<file path="config.mk">
export PLATFORM = sky130hd
export DESIGN_NAME = hazard_stall_ctrl_flat
export DESIGN_NICKNAME = d
export VERILOG_FILES = /design/src/rtl/hazard_stall_ctrl_if.sv /design/src/rtl/hazard_stall_ctrl.sv /design/src/flat_wrapper.sv
export SDC_FILE = /design/constraint.sdc
export NUM_CORES = 1
export LEC_CHECK = 0
export ABC_AREA = 0
export BUFFER_PORTS_ARGS = -buffer_cell sky130_fd_sc_hd__buf_2
export CORE_MARGIN = 3
export CORE_UTILIZATION = 38
export CTS_BUF_LIST = sky130_fd_sc_hd__clkbuf_16
export CTS_CLUSTER_SIZE = 28
export DETAILED_ROUTE_END_ITERATION = 12
export PLACE_DENSITY = 0.83
export RECOVER_POWER = 100
export SLEW_MARGIN = 20
export SYNTH_ARGS = -nofsm -noshare
export SYNTH_HDL_FRONTEND = slang
export SYNTH_SLANG_ARGS = --single-unit
export TNS_END_PERCENT = 1
</file>
<file path="constraint.sdc">
create_clock -name clk -period 2.3 [get_ports clk]
set_input_delay 0.345 -clock clk [delete_from_list [all_inputs] [get_ports clk]]
set_output_delay 0.345 -clock clk [all_outputs]
set_load 0.03 [all_outputs]
</file>
<file path="src/rtl/hazard_stall_ctrl_if.sv">
// Pipeline-control bundle between the hazard/stall controller and the datapath.
// The master side drives hazard sources and consumes load enables; the slave side is the controller.
interface hazard_stall_ctrl_if #(
  parameter int REG_W = 5,
  parameter int CNT_W = 32
);
  logic [REG_W-1:0] ifid_rs;
  logic [REG_W-1:0] ifid_rt;
  logic             ifid_uses_rt;
  logic             idex_memread;
  logic [REG_W-1:0] idex_rt;
  logic             branch_taken;
  logic             mem_req;
  logic             mem_ack;
  logic             pc_ld;
  logic             ifid_ld;
  logic             idex_ld;
  logic             exmem_ld;
  logic             memwb_ld;
  logic             ifid_flush;
  logic             idex_bubble;
  logic             mem_err;
  logic [1:0]       state_o;
  logic [CNT_W-1:0] stall_cycles;
  logic [CNT_W-1:0] flush_count;

  modport master (
    output ifid_rs, ifid_rt, ifid_uses_rt, idex_memread, idex_rt,
           branch_taken, mem_req, mem_ack,
    input  pc_ld, ifid_ld, idex_ld, exmem_ld, memwb_ld, ifid_flush,
           idex_bubble, mem_err, state_o, stall_cycles, flush_count
  );

  modport slave (
    input  ifid_rs, ifid_rt, ifid_uses_rt, idex_memread, idex_rt,
           branch_taken, mem_req, mem_ack,
    output pc_ld, ifid_ld, idex_ld, exmem_ld, memwb_ld, ifid_flush,
           idex_bubble, mem_err, state_o, stall_cycles, flush_count
  );
endinterface

</file>
<file path="src/rtl/hazard_stall_ctrl.sv">
// Sequencing controller for a 5-stage MIPS pipeline: load-use stalls, branch flushes, memory waits.
// Optional macro HAZ_PERF_CNT_EN adds stall-cycle and flush performance counters.
module hazard_stall_ctrl #(
  parameter int REG_W       = 5,
  parameter int MEM_TIMEOUT = 255,
  parameter int CNT_W       = 32
) (
  input logic                clk,
  input logic                rst_n,
  hazard_stall_ctrl_if.slave bus
);
  typedef enum logic [1:0] {
    RUN      = 2'd0,
    LU_STALL = 2'd1,
    MEM_WAIT = 2'd2
  } state_e;

  localparam int WAIT_W = (MEM_TIMEOUT < 2) ? 1 : $clog2(MEM_TIMEOUT + 1);
  localparam logic [WAIT_W-1:0] TIMEOUT_C = WAIT_W'(MEM_TIMEOUT);

  state_e            state_q, state_d;
  logic [WAIT_W-1:0] wait_q, wait_d;
  logic              err_q, err_d;
  logic              lu, mw;
  logic              ld_front, ld_back, flush, bubble;

  assign lu = bus.idex_memread && (bus.idex_rt != REG_W'(0)) &&
              ((bus.idex_rt == bus.ifid_rs) ||
               (bus.ifid_uses_rt && (bus.idex_rt == bus.ifid_rt)));
  assign mw = bus.mem_req && !bus.mem_ack;

  always_comb begin
    state_d  = state_q;
    wait_d   = wait_q;
    ld_front = 1'b1;
    ld_back  = 1'b1;
    flush    = 1'b0;
    bubble   = 1'b0;
    case (state_q)
      MEM_WAIT: begin
        // Only a real acknowledge (with the request still up) releases the freeze.
        if (bus.mem_req && bus.mem_ack) begin
          state_d = RUN;
          wait_d  = '0;
        end else begin
          ld_front = 1'b0;
          ld_back  = 1'b0;
          if (wait_q != TIMEOUT_C) wait_d = wait_q + WAIT_W'(1);
        end
      end
      default: begin
        if (mw) begin
          ld_front = 1'b0;
          ld_back  = 1'b0;
          state_d  = MEM_WAIT;
          wait_d   = WAIT_W'(1);
        end else if (bus.branch_taken) begin
          flush   = 1'b1;
          bubble  = 1'b1;
          state_d = RUN;
        end else if (lu && (state_q == RUN)) begin
          ld_front = 1'b0;
          bubble   = 1'b1;
          state_d  = LU_STALL;
        end else begin
          state_d = RUN;
        end
      end
    endcase
    err_d = err_q | ((state_d == MEM_WAIT) && (wait_d == TIMEOUT_C));
  end

  always_ff @(posedge clk or negedge rst_n) begin
    if (!rst_n) begin
      state_q <= RUN;
      wait_q  <= '0;
      err_q   <= 1'b0;
    end else begin
      state_q <= state_d;
      wait_q  <= wait_d;
      err_q   <= err_d;
    end
  end

  assign bus.pc_ld       = rst_n & ld_front;
  assign bus.ifid_ld     = rst_n & ld_front;
  assign bus.idex_ld     = rst_n & ld_back;
  assign bus.exmem_ld    = rst_n & ld_back;
  assign bus.memwb_ld    = rst_n & ld_back;
  assign bus.ifid_flush  = rst_n & flush;
  assign bus.idex_bubble = rst_n & bubble;
  assign bus.mem_err     = err_q;
  assign bus.state_o     = state_q;

`ifdef HAZ_PERF_CNT_EN
  logic [CNT_W-1:0] stall_q, flush_q;

  always_ff @(posedge clk or negedge rst_n) begin
    if (!rst_n) begin
      stall_q <= '0;
      flush_q <= '0;
    end else begin
      if (!ld_front) stall_q <= stall_q + CNT_W'(1);
      if (flush)     flush_q <= flush_q + CNT_W'(1);
    end
  end

  assign bus.stall_cycles = stall_q;
  assign bus.flush_count  = flush_q;
`else
  assign bus.stall_cycles = {CNT_W{1'b0}};
  assign bus.flush_count  = {CNT_W{1'b0}};
`endif
endmodule

</file>
<file path="src/flat_wrapper.sv">
// flat-port wrapper written by rule: the top's interface ports become plain ports
module hazard_stall_ctrl_flat 
#(
  parameter int REG_W       = 5,
  parameter int MEM_TIMEOUT = 255,
  parameter int CNT_W       = 32
)
  (clk, rst_n, bus_ifid_rs, bus_ifid_rt, bus_ifid_uses_rt, bus_idex_memread, bus_idex_rt, bus_branch_taken, bus_mem_req, bus_mem_ack, bus_pc_ld, bus_ifid_ld, bus_idex_ld, bus_exmem_ld, bus_memwb_ld, bus_ifid_flush, bus_idex_bubble, bus_mem_err, bus_state_o, bus_stall_cycles, bus_flush_count);
  hazard_stall_ctrl_if #(.REG_W(REG_W), .CNT_W(CNT_W)) bus_i ();
  input logic clk;
  input logic rst_n;
  input wire logic [$bits(bus_i.ifid_rs)-1:0] bus_ifid_rs;
  input wire logic [$bits(bus_i.ifid_rt)-1:0] bus_ifid_rt;
  input wire logic [$bits(bus_i.ifid_uses_rt)-1:0] bus_ifid_uses_rt;
  input wire logic [$bits(bus_i.idex_memread)-1:0] bus_idex_memread;
  input wire logic [$bits(bus_i.idex_rt)-1:0] bus_idex_rt;
  input wire logic [$bits(bus_i.branch_taken)-1:0] bus_branch_taken;
  input wire logic [$bits(bus_i.mem_req)-1:0] bus_mem_req;
  input wire logic [$bits(bus_i.mem_ack)-1:0] bus_mem_ack;
  output wire logic [$bits(bus_i.pc_ld)-1:0] bus_pc_ld;
  output wire logic [$bits(bus_i.ifid_ld)-1:0] bus_ifid_ld;
  output wire logic [$bits(bus_i.idex_ld)-1:0] bus_idex_ld;
  output wire logic [$bits(bus_i.exmem_ld)-1:0] bus_exmem_ld;
  output wire logic [$bits(bus_i.memwb_ld)-1:0] bus_memwb_ld;
  output wire logic [$bits(bus_i.ifid_flush)-1:0] bus_ifid_flush;
  output wire logic [$bits(bus_i.idex_bubble)-1:0] bus_idex_bubble;
  output wire logic [$bits(bus_i.mem_err)-1:0] bus_mem_err;
  output wire logic [$bits(bus_i.state_o)-1:0] bus_state_o;
  output wire logic [$bits(bus_i.stall_cycles)-1:0] bus_stall_cycles;
  output wire logic [$bits(bus_i.flush_count)-1:0] bus_flush_count;
  assign bus_i.ifid_rs = bus_ifid_rs;
  assign bus_i.ifid_rt = bus_ifid_rt;
  assign bus_i.ifid_uses_rt = bus_ifid_uses_rt;
  assign bus_i.idex_memread = bus_idex_memread;
  assign bus_i.idex_rt = bus_idex_rt;
  assign bus_i.branch_taken = bus_branch_taken;
  assign bus_i.mem_req = bus_mem_req;
  assign bus_i.mem_ack = bus_mem_ack;
  assign bus_pc_ld = bus_i.pc_ld;
  assign bus_ifid_ld = bus_i.ifid_ld;
  assign bus_idex_ld = bus_i.idex_ld;
  assign bus_exmem_ld = bus_i.exmem_ld;
  assign bus_memwb_ld = bus_i.memwb_ld;
  assign bus_ifid_flush = bus_i.ifid_flush;
  assign bus_idex_bubble = bus_i.idex_bubble;
  assign bus_mem_err = bus_i.mem_err;
  assign bus_state_o = bus_i.state_o;
  assign bus_stall_cycles = bus_i.stall_cycles;
  assign bus_flush_count = bus_i.flush_count;
  hazard_stall_ctrl #(.REG_W(REG_W), .MEM_TIMEOUT(MEM_TIMEOUT), .CNT_W(CNT_W)) u_core (.clk(clk), .rst_n(rst_n), .bus(bus_i));
endmodule
</file>
==> results of run 1 <==
logic make-up after synthesis:
kind of cell	after synthesis	synth area share [%]
buf+inv	74	38.66
simple gates	45	17.41
compound gates	27	16.16
flops	11	19.64
xor+xnor	10	6.250
fa+ha+maj	1	0.8927
other cells	1	0.2676
mux	1	0.7143
cell usage in the layout, fill, tap and decap left out, types with 2 or more instances in the layout:
master,synthesis,routed
nand2b_1,2,2
a31oi_1,3,3
xnor2_1,10,10
inv_1,4,4
or2_1,2,2
clkbuf_2,0,2
o2111ai_1,3,3
o211ai_1,2,3
nand2_1,11,11
a21oi_1,4,4
nand4_1,3,3
nand3_1,8,8
dfrtp_1,11,11
clkbuf_16,0,3
clkbuf_1,0,9
nor3_1,2,3
and4b_1,2,2
nor2_1,5,4
buf_2,1,20
conb_1,1,64
nor2b_1,3,3
and3_1,2,2
flip-flops by register name, summed over array words and instances (netlist names):
| signal | flops |
|---|---|
| u_core.bus.mem_err | 1 |
| u_core.wait_q | 8 |
| u_core.bus.state_o | 2 |
synth_stat cells:
cell and instances:
a211oi_2 1, a21boi_1 1, a21o_1 1, a21oi_1 4, a21oi_2 1, a221oi_2 1
a31oi_1 3, and3_1 2, and4_1 1, and4b_1 2, buf_2 1, buf_4 68
buf_6 1, conb_1 1, dfrtp_1 11, ha_1 1, inv_1 4, mux2i_1 1
nand2_1 11, nand2_2 1, nand2b_1 2, nand3_1 8, nand4_1 3, nor2_1 5
nor2b_1 3, nor3_1 2, nor3_2 1, o2111ai_1 3, o211ai_1 2, o211ai_2 1
o21a_1 1, o21ai_0 1, o21ai_1 1, o221ai_1 1, o22a_1 1, o22ai_1 1
o31ai_1 1, o31ai_2 1, o31ai_4 1, or2_1 2, or3_1 1, or4_1 1
xnor2_1 10
where the power goes:
part	internal (mW)	switching, mW
Combinational	0.0698	0.246
Clock	0.230	0.0869
Sequential	0.211	0.0304
layout make-up:
cell class                      instances  area [µm²]
Clock buffer                            3       75.07
Clock inverter                          1       5.005
Fill cell                             371        2051
Inverter                                4       15.01
Multi-Input combinational cell        148       802.0
Sequential cell                        11       275.3
Tap cell                               46       57.56
Timing Repair Buffer                   33       161.4
stage by stage:
stage,power (mW),cells,util [%]
after floorplan,0.5858,233,-
after global placement,0.5558,241,38.75
after detailed placement,0.5600,241,38.75
after CTS,0.8832,246,41.37
after global routing,0.9215,246,40.42
final,0.8745,246,40.42
metal layers:
layer	up-vias	wire (µm)
li1	516	-
met1	495	1032
met2	55	1392
met3	5	221
met4	0	29
met5	-	0
worst paths after layout:
kind	to	slack [ns]	from	cells after the start
worst max-delay path	bus_ifid_ld	0.20	rst_n	6
min in group asynchronous	u_core.wait_q[0]$_DFF_PN0_	0.52	rst_n	2
max in group asynchronous	u_core.bus.state_o[1]$_DFF_PN0_	1.55	rst_n	2
worst max register to register	u_core.bus.mem_err$_DFF_PN0_	0.33	u_core.wait_q[0]$_DFF_PN0_	6
worst min-delay path	u_core.bus.state_o[0]$_DFF_PN0_	0.31	bus_branch_taken	2
worst min register to register	u_core.bus.mem_err$_DFF_PN0_	0.47	u_core.bus.mem_err$_DFF_PN0_	2
worst register-to-register path, cell delays in order (launching register included):
cell	delay, ns
dfrtp_1	0.46
ha_1	0.27
and4_1	0.37
a21oi_2	0.08
a211oi_1	0.34
o21ai_1	0.15
o31ai_2	0.22
==> results by group, run 1 <==
Run status
  • Status: complete, no violations

STA
  • RSZ-0062 raised after global routing: no
  • F_max: 476.4 MHz
  • Min cycle time layout: 2.099 ns
  • Setup WS post-layout: 0.2011 ns
  • Setup-failing EPs final: 0
  • Final-report hold violation count: 0
  • Clock Skews: 0.001132 ns
  • Pins over their slew limit: 0
  • Tcrit/Tclk final: 91.26%
  • Hold WS: 0.3056 ns
  • Setup TNS: 0 ns

Clocking
  • Clock-pin slew on the worst setup and hold paths: 0.04 ns
  • H-tree depth: 1
  • Root buffer cell: clkbuf_16
  • CTS max path bufs: 2
  • Clock Sinks: 11
  • Setup bufs post-CTS: 0
  • CTS tree: built
  • Clock Latency Late Sink: 0.24 ns
  • Hold_buf cts: 1
  • Number of buffers created by CTS: 3
  • Post-CTS Resized: 0

Global route
  • Met1 GRT Util: around 15%
  • Largest net degree at the start of global routing: 14
  • GRT Util Overall: 11.47%
  • GRT overflow: 0
  • Vias in the first global route: 914
  • Met2 usage: a little under a fifth
  • Initial antenna violation count: 0
  • Met3 GRT Util: 2.024%
  • First-pass GRT wire length: around 4.1 mm
  • Gr busiest metal: met2

Worst setup path
  • Top cell family by delay on the critical path: buffers and inverters
  • Slowest CP cell: dlygate4sd3_1
  • Kind of critical path: in -> out
  • Worst setup SP type: input port
  • CP arrival: 1.75 ns
  • Crit-path max cell delay: 0.52 ns
  • Critical-path cell list: dlygate4sd3_1, buf_2, inv_1, nor2_2, o21a_1, clkbuf_2
  • Worst Path Max Fanout: 13
  • Worst path buffer plus inverter count: 4
  • Crit. End Element: output port
  • Critical Path RT: ~2.0 ns

Final layout
  • Share of cells above drive strength 1: 16.00%
  • Diode count: 0
  • Post-Layout Inst Area: 0.001391 mm²
  • Area grow syn2layout: -0.7146%
  • NumNets Final: between 200 and 250

Floorplan
  • Core ar.: 0.003442 mm²
  • Die X-Extent: 66.73 µm
  • Die Area: 0.004452 mm²
  • Io pins: 96
  • Starting Density: about two fifths
  • Die Height: 66.73 µm
  • Cell Rows: 21

Routing
  • Pre-Repair DR Iteration Count: 4
  • Vias: about 1100
  • Starting DRT DRC Count: 26
  • DRT antenna net count: 0
  • WL final: 2.676 mm
  • DRC: 0
  • Vias per cell: 4.354
  • Routed length per instance: 10.88 µm

Synth
  • Synth area leader: buf_4
  • Synth unique cells: 43
  • Top post-synthesis cells by area: buf_4 (36%), dfrtp_1 (20%), xnor2_1 (6.3%)
  • Area share of the leading cell type in the synthesized netlist: 36.43%
  • YS warnings: 0
  • Mapped Area: 0.001401 mm²
  • Synthesized netlist cell count: 170
  • Number of synthesized register bits: 11
  • Sequential-to-total area share from yosys stat: 19.64%
  • Mean area per synthesized cell: about 8.2 µm²

Min path
  • Min-delay worst type: in -> reg

Placed design
  • Port Buffers: 31
  • Placer Congestion: 0.8959
  • Detailed placement HPWL: 2.226 mm
  • Post-placement cell area: 0.001334 mm²
  • Dpl ws: 0.2984 ns

Flow run
  • Max cap viols: 0

Pwr
  • Worst VDD drop: roughly 0.00036 V
  • Leakage: 0.6935 nW
  • Cell Pwr Density: roughly 630 mW/mm²
Note: power is estimated with default switching activity, not from simulation.
==> run 2: changes to the inputs <==
- CORE_MARGIN: 3 -> 1
- SLEW_MARGIN: 20 -> 30
==> run 2 against run 1 <==
  * Sequential share of layout area increased by 0.27 points
  * Sequential power about the same
  * Clock-buffer cell count unchanged
  * Utilization decreased by 0.55 points
  * Global-route usage increased by 1.4 points
  * Cell count unchanged
  * Flip-flop and latch count unchanged
  * Critical path type is now reg -> reg
  * Critical endpoint is now u_core.bus.mem_err$_DFF_PN0_
  * Largest power group unchanged
==> results by group, run 2 (synthesis results as in run 1) <==
Run status
  • Status: complete, no violations

Floorplan
  • Die Height: between 60 and 70 µm
  • Cell Rows: 21
  • Die X-Extent: about 63 µm
  • Die Area: between 0.003 and 0.004 mm²
  • Starting Density: between 40% and 50%
  • Core ar.: 0.003442 mm²
  • Io pins: 96

Placed design
  • Dpl ws: between 0.2 and 0.3 ns
  • Placer Congestion: 0.8501
  • Detailed placement HPWL: 2.052 mm
  • Post-placement cell area: 0.001334 mm²
  • Port Buffers: 31

Final layout
  • Most frequent cells in the layout: conb_1 (64), buf_2 (22), nand2_1 (11), dfrtp_1 (11)
  • Final cell utilization of the core: 39.88%
  • Most common cell after layout, fill and taps aside: conb_1
  • Sequential cell area: ~280 µm²
  • Diode count: 0
  • Most flop-heavy register: u_core.wait_q
  • Area of the multi-input gates: 788.3 µm²
  • Fill cells: 368
  • NumNets Final: 224
  • Area grow syn2layout: -2.053%
  • Share of cells above drive strength 1: around 14%
  • Post-Layout Inst Area: between 0.001 and 0.0015 mm²
  • Max FFs per register: 8

STA
  • Setup TNS: 0 ns
  • Tcrit/Tclk final: 92.35%
  • F_max: 470.8 MHz
  • RSZ-0062 raised after global routing: no
  • Setup WS post-layout: 0.1760 ns
  • Hold WS: between 0.2 and 0.3 ns
  • Clock Skews: 0.002394 ns
  • Setup-failing EPs final: 0
  • Pins over their slew limit: 0
  • Min cycle time layout: 2.124 ns
  • Final-report hold violation count: 0

Min path
  • Worst Hold Endpoint: u_core.bus.state_o[0]$_DFF_PN0_
  • WHS Path Cells: 2
  • Min-delay worst type: in -> reg
  • Hold_sp: bus_branch_taken

Worst setup path
  • Reg-to-Reg End: u_core.bus.mem_err$_DFF_PN0_
  • Worst Path Max Fanout: 7
  • Critical Path RT: 2.45 ns
  • Crit. End Element: flop
  • Flop2flop setup slack: 0.18 ns
  • CP arrival: 2.27 ns
  • Kind of critical path: reg -> reg
  • FF-to-FF path depth: 6
  • Reg-to-reg startpoint: u_core.wait_q[0]$_DFF_PN0_
  • Worst setup SP type: flop

Clocking
  • CTS tree: built
  • Clock-pin slew on the worst setup and hold paths: 0.04 ns
  • Clock Sinks: 11
  • Post-CTS Resized: 0
  • H-tree depth: 1
  • Number of buffers created by CTS: 3
  • CTS max path bufs: 2
  • Setup bufs post-CTS: 0
  • Clock Latency Late Sink: 0.24 ns
  • Root buffer cell: clkbuf_16

Global route
  • Met3 GRT Util: 2.007%
  • GRT Util Overall: 12.88%
  • GRT overflow: 0
  • Largest net degree at the start of global routing: 14
  • First-pass GRT wire length: 4.064 mm
  • Met2 usage: 23.91%
  • Gr busiest metal: met2
  • Met1 GRT Util: 14.45%
  • Initial antenna violation count: 0
  • Vias in the first global route: 896

Routing
  • Pre-Repair DR Iteration Count: 4
  • Starting DRT DRC Count: 33
  • WL final: 2.539 mm
  • Vias: 1085
  • DRC: 0
  • Vias per cell: 4.411
  • DRT antenna net count: 0
  • Routed length per instance: approximately 10 µm

Pwr
  • Worst VDD drop: 0.0003474 V
  • Cell Pwr Density: 628.8 mW/mm²
  • Leakage: 0.6879 nW

Flow run
  • Max cap viols: 0
[run 2: cell types whose count changed in the layout (fill, tap and decap cells not counted), sizes merged]
cell | before | now
clkbuf | 14 | 13
buf | 21 | 22
inv | 4 | 5
clkinv | 1 | 0
[run 2: stage by stage]
stage	cells	total power, mW
floorplan	233	0.5858
global placement	241	0.5550
detailed placement	241	0.5618
CTS	246	0.8809
global route	246	0.9026
finish	246	0.8631
[run 2: critical path, stage by stage (launching register included)]
cell and delay [ns]:
dfrtp_1 0.46, ha_1 0.26, and4_1 0.36, a221oi_1 0.13
o31ai_1 0.43, o2111ai_1 0.20, o31ai_2 0.21
[run 2: worst max path at each step]
stage / slack [ns] / from / depth (start not counted) / endpoint
2_1_floorplan: 0.11 / u_core.bus.state_o[0]$_DFF_PN0_ / 5 / bus_pc_ld
3_3_place_gp: 0.33 / bus_idex_rt[0] / 5 / bus_ifid_ld
3_5_place_dp: 0.28 / bus_idex_rt[0] / 5 / bus_ifid_ld
4_1_cts: 0.15 / rst_n / 6 / bus_ifid_ld
5_1_grt: 0.03 / rst_n / 6 / bus_ifid_ld
6_report: 0.18 / u_core.wait_q[0]$_DFF_PN0_ / 6 / u_core.bus.mem_err$_DFF_PN0_
[run 2: what timing repair did]
item                                    4_1_cts  5_1_grt
endpoints found under the setup margin        0        0
hold buffers                                  1        0
hold endpoints to repair                     11        0
[run 2: layer usage]
metal	part of all wire (%)	routed length, µm
met3	8.1	205
met1	37	930
met4	1.1	27
met5	0	0
met2	54	1377
[run 2: cell type report]
class,instances,share of cell area [%]
flip-flops and latches,11,20.05
clock inverters,1,0.2735
inverters,4,1.094
repair buffers,33,11.49
clock buffers,3,5.469
well taps,46,4.193
multi-input cells,148,57.43
[run 2: report_power, final]
| group | internal, mW | switching [mW] |
|---|---|---|
| combinational | 0.0667 | 0.243 |
| sequential | 0.212 | 0.0290 |
| clock | 0.228 | 0.0849 |
